**src/rtl/turbo_pkg.sv**
```systemverilog
// Shared types for the turbo encoder: FSM states, soft-word constants, the interleaver index function.
// Pure declarations; no latency, no flow control.
package turbo_pkg;

    typedef enum logic [1:0] {IDLE, ENCODE, TAIL, DONE} state_e;

    localparam int LLR_MAX_BITS = 64;
    typedef logic [LLR_MAX_BITS-1:0] llr_t;
    typedef llr_t [1:0] llr_sym_t;

    localparam llr_t SINGLE_POS = 64'h0000_0000_3F80_0000;
    localparam llr_t SINGLE_NEG = 64'h0000_0000_BF80_0000;
    localparam llr_t DOUBLE_POS = 64'h3FF0_0000_0000_0000;
    localparam llr_t DOUBLE_NEG = 64'hBFF0_0000_0000_0000;

    // Bit 0 maps to +1.0 and bit 1 to -1.0 in the selected floating-point format.
    function automatic llr_t map_bit(input logic b, input logic dbl);
        if (dbl) return b ? DOUBLE_NEG : DOUBLE_POS;
        return b ? SINGLE_NEG : SINGLE_POS;
    endfunction

    function automatic int pi_idx(input int k, input int n, input int p);
        return (p * k) % n;
    endfunction

endpackage

```
**src/rtl/rsc_encoder.sv**
```systemverilog
// Rate-1/2 recursive systematic convolutional encoder (feedback 7, feedforward 5).
// Combinational outputs from the current state; state advances on step or tail, no backpressure.
module rsc_encoder (
    input  logic clk,
    input  logic reset,
    input  logic clear,
    input  logic step,
    input  logic tail,
    input  logic u_in,
    output logic sys_out,
    output logic par_out
);

    logic s1_q, s2_q;
    logic s1_d, s2_d;
    logic a;

    always_comb begin
        // During termination the input cancels the feedback so the register drains to 00.
        sys_out = tail ? (s1_q ^ s2_q) : u_in;
        a       = sys_out ^ s1_q ^ s2_q;
        par_out = a ^ s2_q;
        s1_d    = s1_q;
        s2_d    = s2_q;
        if (clear) begin
            s1_d = 1'b0;
            s2_d = 1'b0;
        end else if (step || tail) begin
            s1_d = a;
            s2_d = s1_q;
        end
    end

    always_ff @(posedge clk or posedge reset) begin
        if (reset) begin
            s1_q <= 1'b0;
            s2_q <= 1'b0;
        end else begin
            s1_q <= s1_d;
            s2_q <= s2_d;
        end
    end

endmodule

```
**src/rtl/turbo_encoder.sv**
```systemverilog
// Block turbo encoder: two RSCs plus (P*k mod N) interleaver; out_valid N+2 clocks after accept (N if
// TURBO_ENCODER_TAIL_EN is undefined); one block in flight, outputs held until out_ready.
module turbo_encoder
    import turbo_pkg::*;
#(
    parameter int BITS            = 32,
    parameter     PRECISION       = "SINGLE",
    parameter int N               = 10,
    parameter int P               = 3,
    parameter int BITS_PER_SYMBOL = 2
) (
    input  logic                                       clk,
    input  logic                                       reset,
    input  logic                                       in_valid,
    output logic                                       in_ready,
    input  logic [N-1:0]                               data_in,
    output logic                                       out_valid,
    input  logic                                       out_ready,
    output logic [BITS_PER_SYMBOL-1:0][N-1:0][BITS-1:0] encoder1_data_out,
    output logic [BITS_PER_SYMBOL-1:0][N-1:0][BITS-1:0] encoder2_data_out,
    output logic [BITS_PER_SYMBOL-1:0][1:0][BITS-1:0]   tail1_out,
    output logic [BITS_PER_SYMBOL-1:0][1:0][BITS-1:0]   tail2_out,
    output logic [N-1:0]                               result
);

    localparam int   KW  = $clog2(N);
    localparam logic DBL = (PRECISION == "DOUBLE");

    typedef logic [BITS_PER_SYMBOL-1:0][N-1:0][BITS-1:0] blk_t;
    typedef logic [BITS_PER_SYMBOL-1:0][1:0][BITS-1:0]   tl_t;

    function automatic logic [BITS-1:0] mw(input logic b);
        llr_t w;
        w = map_bit(b, DBL);
        return w[BITS-1:0];
    endfunction

    state_e       state_q, state_d;
    logic [KW-1:0] k_q, k_d;
    logic [N-1:0] data_q, data_d;
    logic         out_valid_q, out_valid_d;
    blk_t         enc1_q, enc1_d, enc2_q, enc2_d;
    logic [KW-1:0] pk;
    logic         clear, step, tail_step;
    logic         sys1, par1, sys2, par2;
`ifdef TURBO_ENCODER_TAIL_EN
    tl_t          tail1_q, tail1_d, tail2_q, tail2_d;
`endif

    assign pk = KW'(pi_idx(int'(k_q), N, P));

    rsc_encoder u_rsc1 (
        .clk    (clk),
        .reset  (reset),
        .clear  (clear),
        .step   (step),
        .tail   (tail_step),
        .u_in   (data_q[k_q]),
        .sys_out(sys1),
        .par_out(par1)
    );

    rsc_encoder u_rsc2 (
        .clk    (clk),
        .reset  (reset),
        .clear  (clear),
        .step   (step),
        .tail   (tail_step),
        .u_in   (data_q[pk]),
        .sys_out(sys2),
        .par_out(par2)
    );

    always_comb begin
        state_d     = state_q;
        k_d         = k_q;
        data_d      = data_q;
        out_valid_d = out_valid_q;
        enc1_d      = enc1_q;
        enc2_d      = enc2_q;
        clear       = 1'b0;
        step        = 1'b0;
        tail_step   = 1'b0;
`ifdef TURBO_ENCODER_TAIL_EN
        tail1_d     = tail1_q;
        tail2_d     = tail2_q;
`endif
        case (state_q)
            IDLE: begin
                if (in_valid) begin
                    data_d  = data_in;
                    clear   = 1'b1;
                    k_d     = '0;
                    state_d = ENCODE;
                end
            end
            ENCODE: begin
                step            = 1'b1;
                enc1_d[0][k_q]  = mw(sys1);
                enc1_d[1][k_q]  = mw(par1);
                enc2_d[0][k_q]  = mw(sys2);
                enc2_d[1][k_q]  = mw(par2);
                if (k_q == KW'(N - 1)) begin
                    k_d = '0;
`ifdef TURBO_ENCODER_TAIL_EN
                    state_d = TAIL;
`else
                    state_d     = DONE;
                    out_valid_d = 1'b1;
`endif
                end else begin
                    k_d = k_q + 1'b1;
                end
            end
`ifdef TURBO_ENCODER_TAIL_EN
            TAIL: begin
                tail_step            = 1'b1;
                tail1_d[0][k_q[0]]   = mw(sys1);
                tail1_d[1][k_q[0]]   = mw(par1);
                tail2_d[0][k_q[0]]   = mw(sys2);
                tail2_d[1][k_q[0]]   = mw(par2);
                if (k_q[0]) begin
                    k_d         = '0;
                    state_d     = DONE;
                    out_valid_d = 1'b1;
                end else begin
                    k_d = k_q + 1'b1;
                end
            end
`endif
            DONE: begin
                // Returning to IDLE first guarantees no accept on the handshake cycle.
                if (out_ready) begin
                    state_d     = IDLE;
                    out_valid_d = 1'b0;
                end
            end
            default: state_d = IDLE;
        endcase
    end

    always_ff @(posedge clk or posedge reset) begin
        if (reset) begin
            state_q     <= IDLE;
            k_q         <= '0;
            data_q      <= '0;
            out_valid_q <= 1'b0;
            enc1_q      <= '0;
            enc2_q      <= '0;
`ifdef TURBO_ENCODER_TAIL_EN
            tail1_q     <= '0;
            tail2_q     <= '0;
`endif
        end else begin
            state_q     <= state_d;
            k_q         <= k_d;
            data_q      <= data_d;
            out_valid_q <= out_valid_d;
            enc1_q      <= enc1_d;
            enc2_q      <= enc2_d;
`ifdef TURBO_ENCODER_TAIL_EN
            tail1_q     <= tail1_d;
            tail2_q     <= tail2_d;
`endif
        end
    end

    assign in_ready          = (state_q == IDLE);
    assign out_valid         = out_valid_q;
    assign encoder1_data_out = enc1_q;
    assign encoder2_data_out = enc2_q;
    assign result            = data_q;
`ifdef TURBO_ENCODER_TAIL_EN
    assign tail1_out = tail1_q;
    assign tail2_out = tail2_q;
`else
    assign tail1_out = '0;
    assign tail2_out = '0;
`endif

endmodule

```
**config.mk**
```make
export PLATFORM = sky130hd
export DESIGN_NAME = turbo_encoder
export DESIGN_NICKNAME = d
export VERILOG_FILES = /design/src/rtl/turbo_pkg.sv /design/src/rtl/rsc_encoder.sv /design/src/rtl/turbo_encoder.sv
export SDC_FILE = /design/constraint.sdc
export NUM_CORES = 1
export LEC_CHECK = 0
export ABC_AREA = 1
export BUFFER_PORTS_ARGS = -buffer_cell sky130_fd_sc_hd__buf_2
export CAP_MARGIN = 20
export CORE_AREA = 5 5 604 606
export CTS_CLUSTER_DIAMETER = 50
export DETAILED_ROUTE_END_ITERATION = 16
export DIE_AREA = 0 0 609 611
export PLACE_DENSITY = 0.3
export SLEW_MARGIN = 0
export SYNTH_ARGS = -nofsm -noshare
export SYNTH_HDL_FRONTEND = slang
export SYNTH_HIERARCHICAL = 1
export SYNTH_SLANG_ARGS = --single-unit
```
**constraint.sdc**
```tcl
create_clock -name clk -period 6.6 [get_ports clk]
set_input_delay 0.99 -clock clk [delete_from_list [all_inputs] [get_ports clk]]
set_output_delay 0.99 -clock clk [all_outputs]
set_load 0.02 [all_outputs]
```
==> impl_metrics.ini <==
[setup_path]
timing.critical_path.max_delay_family = adder cells
crit_path_end_kind = register
cpMaxStageDelayCell = sky130_fd_sc_hd__dfrtp_1
path_common_cell = sky130_fd_sc_hd__nand2_1
cp.arrival_ps = 4930
critical_path_buf_inv_count = 6
required_ps = 6840
timing.critical_path.slowest_cell_delay_ps = 540
worst-path-max-fanout = 12
timing.setup.critical_path_class = reg2reg
setup.worst_path.start_class = register

[floorplan]
core_sq_um = 358400
core.rowCount = 220
die-width_microns = 609
ios = 1562
initial_utilization = 0.04107
chipHeight_microns = 611
fp.dieArea_sq_um = 372100

[global_route]
grt_pass1_vias = 5852
globalRouteOverflowTotal = 0
antenna_violations_before_repair = 7
globalRouteMet1Util = 0.02193
pin_count_of_the_biggest_net_entering_global_routing = 41
grt_busiest_layer = met2
grt_util_met3 = 0.007330
grt_use_total = 0.02136
global_route.usage.met2 = 0.04039
grt_first_pass_wirelength_mm = 53.34

[sta]
totalNegativeSetupSlack_ps = 0
timing.final.hold_violations = 0
final-setup-viol-count = 0
fin_crit_sh = 0.7098
finalCriticalPeriod_ps = 4685
slew_headroom = 0.3713
fin_skew_ps = 14.51
grt_setup_unrepaired = no
worst_slew_pin_slew_ps = 943.0
maxClockFrequency_mhz = 213.5
finalMaxSlewViolations = 0

[logic_synthesis]
ys_dominant_reg_cell = sky130_fd_sc_hd__dfrtp_1
synth_cells = 1911
synth-compound-area-share = 0.02380
yosys-top-cells-count = sky130_fd_sc_hd__buf_4 (1,486), sky130_fd_sc_hd__nand2_1 (139), sky130_fd_sc_hd__dfrtp_1 (71)
synthSimpleGateAreaFrac = 0.06154
synth_xor_xnor_area_share = 0.004080
post_synth_num_cell_types = 33
synth_area_leader_cell = sky130_fd_sc_hd__buf_4
synth.top_cells.by_area = sky130_fd_sc_hd__buf_4 (76%), sky130_fd_sc_hd__dfrtp_1 (12%), sky130_fd_sc_hd__nand2_1 (3.5%)
count_of_warnings_emitted_by_yosys = 6
synthesis.area_sq_um = 14720
post_synth_fa_ha_maj_area_fraction = 0.01326
yosys.cell_count.top_type = sky130_fd_sc_hd__buf_4
synth_sequential_area_ratio = 0.1207
yosys-mux-area-fraction = 0.002720
synth_async_sr_flop_share = 1.000
ys_seq_elements = 71
avg_synthesized_cell_area_sq_um = 7.703
edff_count_synth = 0
yosys.area.top_type_share = 0.7578
main_combinational_cell_family_by_area_after_synthesis = buffers and inverters

[final_layout]
post_route_cells_drive_above_1_share = 0.2021
synthToLayoutAreaGrowth_pct = 10.06
num-nets-final = 2033
finish.utilization = 0.04521

[cts]
cts.root.buffer_cell = sky130_fd_sc_hd__clkbuf_16
cts_setup_buffers = 0
holdBufCountCts = 0
cts_sinks = 71
clk_latency_ps = 400
cts_repair_resize_count = 0
clk_path_buf_depth = 2
maximum_level_of_the_cts_h_tree = 3
clk_pin_slew_worst_paths_ps = 60
tritoncts = yes
numCtsBuffers = 9

[power_and_ir_drop]
p_per_area_nw_per_um2 = 356.9
share_clk_of_total_power = 0.088
switch_share = 0.6698
switching_power_w = 0.003873
p_int_w = 0.001910
power_frac_seq = 0.172
combinationalPowerShare = 0.741
vdd_ir_drop_max_v = 0.0001925
power.static_leakage_nw = 7.160

[detailed_routing]
detailedRoute.firstPassIterationCount = 4
first_iter_violations = 152
ant_nets = 0
detail_route.drc_violations = 0
detailroute.via_count = 7172
via_per_inst = 1.057
drt-wirelength-per-cell_microns = 6.932
postRouteWirelength_mm = 47.05

[worst_hold_path]
worst_hold_path_type = in2async

[flow_run]
max_cap_violations = 0

[place]
hpwlAfterDp_mm = 42.19
port-buffer-count = 345
globalplace.congestion = 0.6143

[outcome]
status = complete, no violations
worst register-to-register path, delay by kind of cell (launching register included):
| kind | cells | cell delay, ps |
|---|---|---|
| DFF | 1 | 540 |
| buffers and inverters | 6 | 620 |
| adders and majority gates | 5 | 1560 |
| and+or+nand+nor | 14 | 1220 |
| AOI/OAI and AO/OA | 3 | 370 |
| xor gates and xnor gates | 1 | 230 |
registers in the layout, summed over array words and instances, names as in the netlist:
name	count
encoder1_data_out	27
encoder2_data_out	23
result	10
k_q	4
state_q	2
out_valid	1
u_rsc1/s1_q	1
u_rsc1/s2_q	1
u_rsc2/s1_q	1
u_rsc2/s2_q	1
layout by cell type, fill, tap and decap left out, types with 3 or more instances in the layout:
| master | count |
|---|---|
| sky130_fd_sc_hd__conb_1 | 1220 |
| sky130_fd_sc_hd__buf_2 | 345 |
| sky130_fd_sc_hd__nand2_1 | 139 |
| sky130_fd_sc_hd__dfrtp_1 | 65 |
| sky130_fd_sc_hd__inv_1 | 53 |
| sky130_fd_sc_hd__o21ai_0 | 46 |
| sky130_fd_sc_hd__nand3_1 | 28 |
| sky130_fd_sc_hd__ha_1 | 14 |
| sky130_fd_sc_hd__nand2_2 | 13 |
| sky130_fd_sc_hd__nor2_1 | 9 |
| sky130_fd_sc_hd__clkbuf_16 | 9 |
| sky130_fd_sc_hd__diode_2 | 6 |
| sky130_fd_sc_hd__dfrtp_2 | 6 |
| sky130_fd_sc_hd__buf_4 | 6 |
| sky130_fd_sc_hd__inv_2 | 5 |
| sky130_fd_sc_hd__nand3_2 | 5 |
| sky130_fd_sc_hd__xor2_1 | 4 |
| sky130_fd_sc_hd__mux2i_1 | 4 |
| sky130_fd_sc_hd__a21oi_1 | 4 |
| sky130_fd_sc_hd__o211ai_1 | 4 |
| sky130_fd_sc_hd__clkinv_2 | 3 |
cell type report:
cell class / instances / area (sq um)
fill: 42869 / 342200
multi-input combinational: 1511 / 6131
tap: 4773 / 5972
timing repair buffer: 352 / 1799
sequential: 71 / 1784
clock buffer: 11 / 242.7
inverter: 59 / 222.7
clock inverter: 5 / 35.03
antenna: 6 / 15.01
path summary, 6_finish.rpt:
path                                                    start                                  to  slack [ps]  cells past startpoint
max                                        k_q[0]$_DFFE_PP0P_  encoder2_data_out[191]$_DFFE_PP0P_        1920                     29
min                                                     reset             u_rsc2/s1_q$_DFFE_PP0P_         480                      2
max reg2reg                                k_q[0]$_DFFE_PP0P_  encoder2_data_out[191]$_DFFE_PP0P_        1920                     29
min reg2reg                encoder2_data_out[223]$_DFFE_PP0P_  encoder2_data_out[223]$_DFFE_PP0P_         480                      2
max in group asynchronous                               reset   encoder2_data_out[61]$_DFFE_PP0P_        4850                      3
min in group clk           encoder2_data_out[223]$_DFFE_PP0P_  encoder2_data_out[223]$_DFFE_PP0P_         480                      2
cell families (layout without fill, tap and decap cells):
group	count (synthesis)	after routing
AOI/OAI and AO/OA	63	63
other	1	1226
adders and majority gates	15	15
buffers and inverters	1548	427
and+or+nand+nor	203	203
xor gates and xnor gates	6	6
DFF	71	71
muxes	4	4
power by group through the flow:
stage	sequential (W)	combinational, W	clock, W
after detailed placement	0.00106	0.00442	0
final	0.000992	0.00429	0.000506
after CTS	0.00105	0.00442	0.000556
after global routing	0.00106	0.00473	0.000561
after global placement	0.00106	0.00450	0
after floorplan	0.00108	0.00394	0
through the flow:
stage	hold slack, ps	instance area (sq um)	setup WS, ps	power, W	std cells
3_5_place_dp	471.3	15880	1795	0.005471	6765
6_report	475.7	16200	1915	0.005783	6788
4_1_cts	426.5	16160	1761	0.006028	6781
2_1_floorplan	532.4	19300	2620	0.005018	3130
3_3_place_gp	468.5	15880	1642	0.005557	6765
5_1_grt	445.3	16190	1307	0.006347	6783
routing by layer:
layer	up-vias	share of wire
li1	3318	-
met5	-	0
met3	18	0.10
met2	642	0.56
met4	0	0.012
met1	3194	0.32
(Power assumes the default switching activity.)
